**config.mk**
```make
export PLATFORM = sky130hd
export DESIGN_NAME = miso_fifo_scheduler
export DESIGN_NICKNAME = d
export VERILOG_FILES = /design/src/rtl/miso_fifo_scheduler.sv
export SDC_FILE = /design/constraint.sdc
export NUM_CORES = 1
export LEC_CHECK = 0
export ABC_AREA = 1
export BUFFER_PORTS_ARGS = -buffer_cell sky130_fd_sc_hd__buf_2
export CORE_MARGIN = 4
export CORE_UTILIZATION = 27
export DETAILED_ROUTE_END_ITERATION = 6
export SLEW_MARGIN = 20
export SYNTH_ARGS = -nofsm -noshare
export SYNTH_HDL_FRONTEND = slang
export SYNTH_SLANG_ARGS = --single-unit
```
**constraint.sdc**
```tcl
create_clock -name CLK -period 1.3 [get_ports CLK]
set_input_delay 0.26 -clock CLK [delete_from_list [all_inputs] [get_ports CLK]]
set_output_delay 0.26 -clock CLK [all_outputs]
set_load 0.01 [all_outputs]
```
**src/rtl/miso_fifo_scheduler.sv**
```systemverilog
// Round-robin drain of a show-ahead FIFO bank into one registered valid/ready output.
// Each channel keeps the grant for up to BURST consecutive pops while another channel is eligible.
module miso_fifo_scheduler #(
    parameter int CHANNEL_BIT = 1,
    parameter int WIDTH       = 8,
    parameter int BURST       = 2
) (
    input  logic                          CLK,
    input  logic                          RST,
    input  logic [(1<<CHANNEL_BIT)-1:0]   enable,
    input  logic [(1<<CHANNEL_BIT)-1:0]   empty,
    output logic                          read_flag,
    output logic [CHANNEL_BIT-1:0]        read_select,
    input  logic [WIDTH-1:0]              read_data,
    output logic                          out_valid,
    output logic [WIDTH-1:0]              out_data,
    output logic [CHANNEL_BIT-1:0]        out_channel,
    input  logic                          out_ready
);

    localparam int             CHANNEL   = 1 << CHANNEL_BIT;
    localparam logic [7:0]     BURST_MAX = 8'(BURST);

    logic                   out_valid_q, out_valid_d;
    logic [WIDTH-1:0]       out_data_q, out_data_d;
    logic [CHANNEL_BIT-1:0] out_channel_q, out_channel_d;
    logic [CHANNEL_BIT-1:0] last_q, last_d;
    logic [7:0]             burst_cnt_q, burst_cnt_d;

    logic [CHANNEL-1:0]     elig;
    logic                   space;
    logic                   pop;
    logic                   stick;
    logic                   found;
    logic [CHANNEL_BIT-1:0] grant;
    logic [CHANNEL_BIT-1:0] scan_idx;

    function automatic logic [7:0] sat_inc(input logic [7:0] cnt);
        return (cnt < BURST_MAX) ? cnt + 8'd1 : BURST_MAX;
    endfunction

    // Grant: stay on last while its burst allowance remains, else rotate from last+1.
    // burst_cnt==0 only after reset, when last has never actually been served,
    // so the rotation starts at channel 0 instead of sticking to CHANNEL-1.
    always_comb begin
        elig     = enable & ~empty;
        space    = ~out_valid_q | out_ready;
        pop      = space & (|elig);
        stick    = elig[last_q] && (burst_cnt_q != 8'd0) && (burst_cnt_q < BURST_MAX);
        grant    = last_q;
        found    = 1'b0;
        scan_idx = last_q;
        if (!stick) begin
            for (int k = 1; k <= CHANNEL; k++) begin
                scan_idx = last_q + CHANNEL_BIT'(k);
                if (!found && elig[scan_idx]) begin
                    grant = scan_idx;
                    found = 1'b1;
                end
            end
        end
    end

    always_comb begin
        out_valid_d   = out_valid_q;
        out_data_d    = out_data_q;
        out_channel_d = out_channel_q;
        last_d        = last_q;
        burst_cnt_d   = burst_cnt_q;
        if (pop) begin
            out_valid_d   = 1'b1;
            out_data_d    = read_data;
            out_channel_d = grant;
            last_d        = grant;
            burst_cnt_d   = (grant == last_q) ? sat_inc(burst_cnt_q) : 8'd1;
        end else if (out_ready) begin
            out_valid_d = 1'b0;
        end
    end

    always_ff @(posedge CLK or negedge RST) begin
        if (!RST) begin
            out_valid_q   <= 1'b0;
            out_data_q    <= '0;
            out_channel_q <= '0;
            last_q        <= CHANNEL_BIT'(CHANNEL - 1);
            burst_cnt_q   <= 8'd0;
        end else begin
            out_valid_q   <= out_valid_d;
            out_data_q    <= out_data_d;
            out_channel_q <= out_channel_d;
            last_q        <= last_d;
            burst_cnt_q   <= burst_cnt_d;
        end
    end

    assign read_flag   = pop & RST;
    assign read_select = pop ? grant : last_q;
    assign out_valid   = out_valid_q;
    assign out_data    = out_data_q;
    assign out_channel = out_channel_q;

endmodule
```
==> flow_summary.ini, run 1 <==
[run_status]
outcome = complete, but fails checks
violations = negative setup slack

[synthesis]
synth.cell_area_um2 = 920
yosys.area.top_type = dfrtp_1
synth_top_area_share_pct = 49.0
ys_types = 19
synth_cells = 111
netlist_top_cells_count = nand2_1, dfrtp_1, inv_1
yosys_warnings = 0
synth_ff_type = dfrtp_1
syn_nets = 128
seq_area_frac_synth_pct = 51.8
synth_most_common_cell = nand2_1
yosys-top-cells-area = dfrtp_1, nand2_1, inv_1
ys_ff_latch = 19
async_flop_share_pct = 100
synth.avg_cell_area_um2 = 8.28
synth_edf_count = 0

[critical_path]
criticalPathCategory = reg2out
worst_r2r_path_depth = 11
cp-end-kind = output port
cp_data_required_time_ps = 1040
critPathArrivalTime_ps = 1510
reg2reg_from = burst_cnt_q[6]$_DFFE_PN0P_
r2r_setup_slack_ps = -200
reg2reg_to = last_q$_DFF_PN1_
cp_max_fo = 3
worstSetupStartpointType = register

[timing]
min_period_over_period_pct = 136
slew_viol_final = 0
fmax_mhz = 565
min_period_ps = 1770
setup_ws_ps = -471
rsz0062_at_grt = yes
worst_pin_slew_ps = 237
maxSlewHeadroom_pct = 84.2
setup_violations = 6
hold_viol = 0
skew_ps = 2.40

[power]
leakagePower_nw = 0.767
pwr-share-comb_pct = 48.7
power_density_nw_per_um2 = 1550
switchingPower_w = 0.000737
p_sw_share_pct = 35.1
seqPwrFrac_pct = 37.5
power_w = 0.00210
p_clk_share_pct = 13.8
ir_drop_mv = 0.689
p_int_w = 0.00136

[global_routing]
grt.total_usage_pct = 10.3
grt-ovfl-total = 0
grt_max_degree = 20
grt_pass1_wl_um = 3570
antenna_found_initial = 0
grt_pass1_vias = 897

[floorplanning]
fp.dieW_um = 66.4
die-area_um2 = 4400
initial_utilization_pct = 29.2
io_pins = 27
num_rows = 20
core_area_um2 = 3150
die_height_um = 66.4

[cells_and_area]
nets = 181
drive_gt1_share_pct = 47.2
antenna_cells = 0
area_delta_synth_final_pct = 47.5
nFillCells = 329

[placement]
detailed_place_hpwl_um = 1450
gp_congestion = 0.741
portBuffers = 26
pre_cts_ws_ps = -154

[hold_path]
hold_end = out_data[2]$_DFFE_PN0P_
hold_depth = 3
hold_path.class = in2reg
min-delay-start = read_data[2]

[clocking]
numClockSinks = 19
cts_buffers = 3
clockRootBuffer = clkbuf_4
cts_tree = done
cts.clk_slew.worst_paths_ps = 110
h-tree-depth = 1
clock_path_buffers = 2
clock_latency_ps = 290

[routing]
ant_nets = 0
dr_wl_met3_um = 120
dr.max_layer_used = met4
viasPerCell = 4.07
dr.pass1.iters = 2
route.detailed.drc = 0
wl_met1_um = 913
vias = 843
dr_wl_met2_um = 1030
avgRoutedWirePerCell_um = 10.0
wirelength_um = 2070
drtIter0Drc = 7

[flow_run]
drv_cap = 0
[routing by layer]
layer / track usage [%] / vias up
li1: - / 434
met4: 4.57 / 0
met5: 0 / -
met2: 18.1 / 23
met3: 1.70 / 2
met1: 12.1 / 384
[sequential cells by signal (all words and copies together), names as in the netlist]
signal       count
out_valid        1
out_data         8
burst_cnt_q      8
last_q           1
out_channel      1
[cells by family after synthesis]
family                     share of synthesized area [%]
AOI/OAI and AO/OA                                   1.09
and+or+nand+nor                                     34.6
adders and majority gates                           2.72
buffers and inverters                               8.84
DFF                                                 51.8
xor gates and xnor gates                           0.953
[cell usage in the layout, fill, tap and decap left out, drive strengths merged]
cell type    netlist  routed
nand2             49      49
clkbuf             0       3
a21oi              1       1
nand3              8       8
xnor2              1       1
o21ai              1       1
buf                2      49
nor2              11      11
dfrtp             18      18
dlygate4sd3        0       1
clkinv             0       1
dfstp              1       1
inv               17      17
ha                 2       2
[power by group through the flow]
stage	sequential, W	clock (W)	combinational (W)
2_1_floorplan	0.000829	0	0.000435
3_3_place_gp	0.000791	0	0.000828
3_5_place_dp	0.000795	0	0.000839
4_1_cts	0.000790	0.000309	0.000896
5_1_grt	0.000805	0.000331	0.00114
6_report	0.000788	0.000291	0.00102
[stage by stage]
step           TNS (ps)  cells  hold WS [ps]  util, %  cell area (um2)
6_report           -819    207           155     43.0             1360
2_1_floorplan     -18.0    111         -35.6        -              927
4_1_cts            -632    202           139     40.7             1280
3_5_place_dp       -163    193           253     38.1             1200
5_1_grt           -1410    207           157     43.0             1360
3_3_place_gp       -129    193           245     38.1             1200
[critical path, cell delays in order (launching register included)]
cell,delay (ps)
dfrtp_1,400
nor2_2,120
nand2_2,70
nor2_4,130
nand3_4,100
nand2_2,80
nand2_2,60
nand3_2,70
nand2_2,70
buf_6,120
[repair_timing]
action,4_1_cts,5_1_grt
setup buffers,4,5
pin swaps,5,6
hold buffers,1,0
endpoints found under the setup margin,3,7
gates resized for setup,3,9
hold endpoints to repair,18,0
cloned,0,0
[how the worst max path moves through the flow]
| stage | startpoint | to | slack [ps] | cells past startpoint |
|---|---|---|---|---|
| final | burst_cnt_q[6]$_DFFE_PN0P_ | read_select | -470 | 9 |
| after global routing | last_q$_DFF_PN1_ | read_select | -590 | 9 |
| after CTS | last_q$_DFF_PN1_ | read_select | -480 | 9 |
| after detailed placement | last_q$_DFF_PN1_ | read_select | -150 | 9 |
| after global placement | burst_cnt_q[2]$_DFFE_PN0P_ | read_select | -130 | 9 |
| after floorplan | last_q$_DFF_PN1_ | read_select | -20 | 8 |
[layout make-up]
class	instances	area, um2	share of cell area, %
flip-flops and latches	19	477	35.1
multi-input cells	73	404	29.8
repair buffers	50	327	24.1
inverters	17	66.3	4.89
well taps	44	55.1	4.06
clock buffers	3	22.5	1.66
clock inverters	1	5.00	0.369
Power figures use the tool's default switching activity.
==> run 2: changes to the inputs <==
- CAP_MARGIN: unset -> 20
- CORE_UTILIZATION: 27 -> 44
- PLACE_DENSITY: unset -> 0.72
==> run 2 against run 1 <==
Compared with the run above:
- clock skew grew 2.2 ps
- the run still ends with negative setup slack left
- register-to-register slack worse by 110 ps
- critical path type unchanged
- global-route usage up 7.5 points
==> flow_summary.ini, run 2 (synthesized netlist as in run 1, its figures left out) <==
[timing]
setup_ws_ps = -486
min_period_ps = 1790
skew_ps = 4.59
rsz0062_at_grt = yes
maxSlewHeadroom_pct = 84.4
worst_pin_slew_ps = 234
hold_viol = 0
min_period_over_period_pct = 137
setup_violations = 7
slew_viol_final = 0
fmax_mhz = 560

[routing]
ant_nets = 0
drtIter0Drc = 15
vias = 888
viasPerCell = 4.53
avgRoutedWirePerCell_um = 11.5
wirelength_um = 2250
dr.pass1.iters = 6
route.detailed.drc = 0

[clocking]
clockRootBuffer = clkbuf_4
clock_latency_ps = 290
clock_path_buffers = 2
cts_tree = done
cts_buffers = 3
h-tree-depth = 1
cts.clk_slew.worst_paths_ps = 100
numClockSinks = 19

[flow_run]
drv_cap = 0

[power]
power_density_nw_per_um2 = 1550
ir_drop_mv = 0.804
leakagePower_nw = 0.789

[hold_path]
hold_depth = 3
hold_path.class = in2reg
min-delay-start = read_data[3]
hold_end = out_data[3]$_DFFE_PN0P_

[run_status]
outcome = complete, but fails checks
violations = negative setup slack

[cells_and_area]
antenna_cells = 0
drive_gt1_share_pct = 49.7
post-route-cell-area_um2 = 1370
layout_commonest_cell = nand2_1
nets = 187
area_delta_synth_final_pct = 49.4
mostFrequentLayoutCells = nand2_1, buf_4, buf_2

[placement]
place_area_um2 = 1200
pre_cts_ws_ps = -178
detailed_place_hpwl_um = 1530
portBuffers = 26
gp_congestion = 0.777

[global_routing]
grt-ovfl-total = 0
grt.total_usage_pct = 17.8
grt_pass1_vias = 857
grt_max_degree = 20
grt_pass1_wl_um = 3620
antenna_found_initial = 0

[critical_path]
cp_max_fo = 3
worst_r2r_path_depth = 12
reg2reg_from = last_q$_DFF_PN1_
cp-startpoint = burst_cnt_q[4]$_DFFE_PN0P_
r2r_setup_slack_ps = -310
criticalPathCategory = reg2out
reg2reg_to = out_channel$_DFFE_PN0P_
worstSetupStartpointType = register
cp_data_required_time_ps = 1040
cp-end-kind = output port
critPathArrivalTime_ps = 1530

[floorplanning]
io_pins = 27
num_rows = 16
die-area_um2 = 2890
initial_utilization_pct = 46.4
core_area_um2 = 1980
die_height_um = 53.7
fp.dieW_um = 53.7
[run 2: layer usage]
layer / vias to the layer above / share of wire (%) / global-route usage [%]
met4: 0 / 3.3 / 9.36
met5: - / 0 / 0
met2: 30 / 51 / 33.1
li1: 442 / - / -
met1: 408 / 40 / 18.0
met3: 8 / 6.1 / 4.16
[run 2: how the worst max path moves through the flow]
stage,to,slack (ps)
global placement,read_select,-100
global route,read_select,-580
floorplan,read_select,-20
CTS,read_select,-490
detailed placement,read_select,-180
finish,read_select,-490
[run 2: final cells by class]
cell class	instances	area, um2
Clock buffer	4	26.3
Fill cell	158	608
Inverter	17	66.3
Multi-Input combinational cell	73	399
Sequential cell	19	477
Tap cell	27	33.8
Timing Repair Buffer	56	372
[run 2: power breakdown]
part           internal, W  total (W)  switching [W]  leakage [nW]
combinational     0.000549    0.00106       0.000506         0.534
clock             0.000119   0.000288       0.000168        0.0150
sequential        0.000717   0.000790      0.0000727         0.240
[run 2: repair_timing]
| action | in CTS | in global routing |
|---|---|---|
| setup buffers | 9 | 4 |
| hold buffers | 1 | 0 |
| endpoints found under the hold margin | 18 | 0 |
| pin swaps | 6 | 9 |
| setup endpoints to repair | 5 | 7 |
| gates cloned | 0 | 0 |
| gates resized for setup | 6 | 7 |
[run 2: critical path, stage by stage, from the launching register on]
cell	delay, ps
dfrtp_1	410
nor2_2	120
nand2_2	70
nor2_4	130
nand3_4	110
nand2_2	80
nand2_2	50
nand3_2	70
nand2_2	70
buf_6	120
[run 2: through the flow]
stage	hold WS, ps	std cells	setup TNS, ps	util (%)	power, W
after global placement	239	178	-105	60.4	0.00163
after global routing	156	196	-2000	69.3	0.00228
after detailed placement	245	178	-184	60.4	0.00168
after CTS	147	192	-865	66.6	0.00205
after floorplan	-35.6	111	-18.0	-	0.00126
final	152	196	-1380	69.3	0.00213
==> run 3: changes to the inputs <==
--- a/config.mk
+++ b/config.mk
@@ -10,6 +10,5 @@
 export CAP_MARGIN = 20
-export CORE_MARGIN = 4
-export CORE_UTILIZATION = 44
+export CORE_UTILIZATION = 53
 export DETAILED_ROUTE_END_ITERATION = 6
-export PLACE_DENSITY = 0.72
+export PLACE_DENSITY = 0.82
 export SLEW_MARGIN = 20
==> constraint.sdc (replaced) <==
create_clock -name CLK -period 2.3 [get_ports CLK]
set_input_delay 0.345 -clock CLK [delete_from_list [all_inputs] [get_ports CLK]]
set_output_delay 0.345 -clock CLK [all_outputs]
set_load 0.01 [all_outputs]
==> run 3 against run 2 <==
Compared with the run above:
- core utilization rose by 0.75 points
- power fell by 54%
- non-clock buffer count fell by 29
- worst hold slack improved by 75 ps
- die area fell by 34%
- critical path depth did not move
- critical path type unchanged
- first-iteration DRC count fell by 6.7%
- clock skew rose by 1.9 ps
- setup slack improved by 800 ps
- sequential power fell by 43%
- combinational power fell by 67%
- the run ends with design-rule violations left
- cell count fell by 20%
==> flow_summary.ini, run 3 (synthesized netlist as in run 1, its figures left out) <==
[routing]
viasPerCell = 4.93
ant_nets = 0
avgRoutedWirePerCell_um = 10.9
vias = 769
drtIter0Drc = 14
wirelength_um = 1700
dr.pass1.iters = 6
route.detailed.drc = 2

[cells_and_area]
mostFrequentLayoutCells = nand2_1, buf_2, dfrtp_1
nets = 158
antenna_cells = 0
drive_gt1_share_pct = 31.4
layout_commonest_cell = nand2_1
final_cells = 156
area_delta_synth_final_pct = 18.8

[global_routing]
grt_max_degree = 21
grt_pass1_wl_um = 2970
grt-ovfl-total = 0
grt.total_usage_pct = 21.0
grt_pass1_vias = 775
antenna_found_initial = 0

[timing]
fmax_mhz = 504
setup_violations = 0
skew_ps = 6.46
rsz0062_at_grt = no
maxSlewHeadroom_pct = 70.5
tns_ps = 0
slew_viol_final = 0
min_period_over_period_pct = 86.3
min_period_ps = 1990
worst_pin_slew_ps = 443
hold_viol = 0

[clocking]
cts_hold_buf = 1
numClockSinks = 19
clock_path_buffers = 2
h-tree-depth = 1
postCtsSetupRepairBufs = 0
cts.clk_slew.worst_paths_ps = 110
cts_tree = done
clockRootBuffer = clkbuf_4
cts_buffers = 3
clock_latency_ps = 300
cts_resized = 0

[critical_path]
cp_max_fo = 4
critPathArrivalTime_ps = 1640
worstSetupStartpointType = register
criticalPathCategory = reg2out
cp_data_required_time_ps = 1960
cp-end-kind = output port
r2r_setup_slack_ps = 1040

[hold_path]
hold_path.class = in2reg

[floorplanning]
num_rows = 14
die_height_um = 43.7
io_pins = 27
fp.dieW_um = 43.7
initial_utilization_pct = 59.0
die-area_um2 = 1910
core_area_um2 = 1560

[power]
ir_drop_mv = 0.566
leakagePower_nw = 0.647
power_density_nw_per_um2 = 890

[placement]
portBuffers = 26
detailed_place_hpwl_um = 1270
place_inst = 151
gp_congestion = 0.826

[flow_run]
drv_cap = 0

[run_status]
outcome = complete, but fails checks
violations = design-rule violations
==> run 3: where the power goes <==
part	switching, W	internal (W)
registers	0.0000472	0.000405
logic	0.000208	0.000142
clock network	0.000104	0.0000649
total	0.000360	0.000612
==> run 3: final cells by class <==
| cell class | instances | area, um2 |
|---|---|---|
| Tap cell | 16 | 20.0 |
| Multi-Input combinational cell | 73 | 362 |
| Sequential cell | 19 | 477 |
| Clock inverter | 1 | 5.00 |
| Inverter | 17 | 66.3 |
| Timing Repair Buffer | 27 | 140 |
| Fill cell | 143 | 467 |
| Clock buffer | 3 | 22.5 |
==> run 3: final timing paths <==
check,startpoint,endpoint,cells after the start
min reg2reg,out_data[4]$_DFFE_PN0P_,out_data[4]$_DFFE_PN0P_,2
max reg2reg,last_q$_DFF_PN1_,last_q$_DFF_PN1_,8
max in group asynchronous,RST,last_q$_DFF_PN1_,2
max,last_q$_DFF_PN1_,read_select,9
min,read_data[7],out_data[7]$_DFFE_PN0P_,3
min in group asynchronous,RST,out_channel$_DFFE_PN0P_,2
==> run 3: metal layers <==
| metal | part of all wire, % | wire [um] | GRT usage, % |
|---|---|---|---|
| met1 | 44 | 742 | 25.4 |
| met2 | 51 | 865 | 36.4 |
| met3 | 4.5 | 76 | 2.92 |
| met4 | 1.1 | 19 | 10.0 |
| met5 | 0 | 0 | 0 |
==> run 3: critical path: stages, from the launching register on <==
cell	delay, ps
dfstp_2	590
inv_2	60
nand3_1	70
nand2_2	70
nand3_4	110
nand2_1	70
nand2_1	80
nand3_2	70
nand2_1	90
buf_2	130
==> run 3: metrics by stage <==
stage	utilization [%]	area [um2]	total power, W	hold slack, ps	worst slack, ps
floorplan	-	920	0.000711	49.4	868
global placement	67.7	1050	0.000799	301	697
detailed placement	67.7	1050	0.000808	310	631
CTS	70.1	1090	0.000980	227	317
global route	70.1	1090	0.00104	238	222
finish	70.1	1090	0.000972	227	314
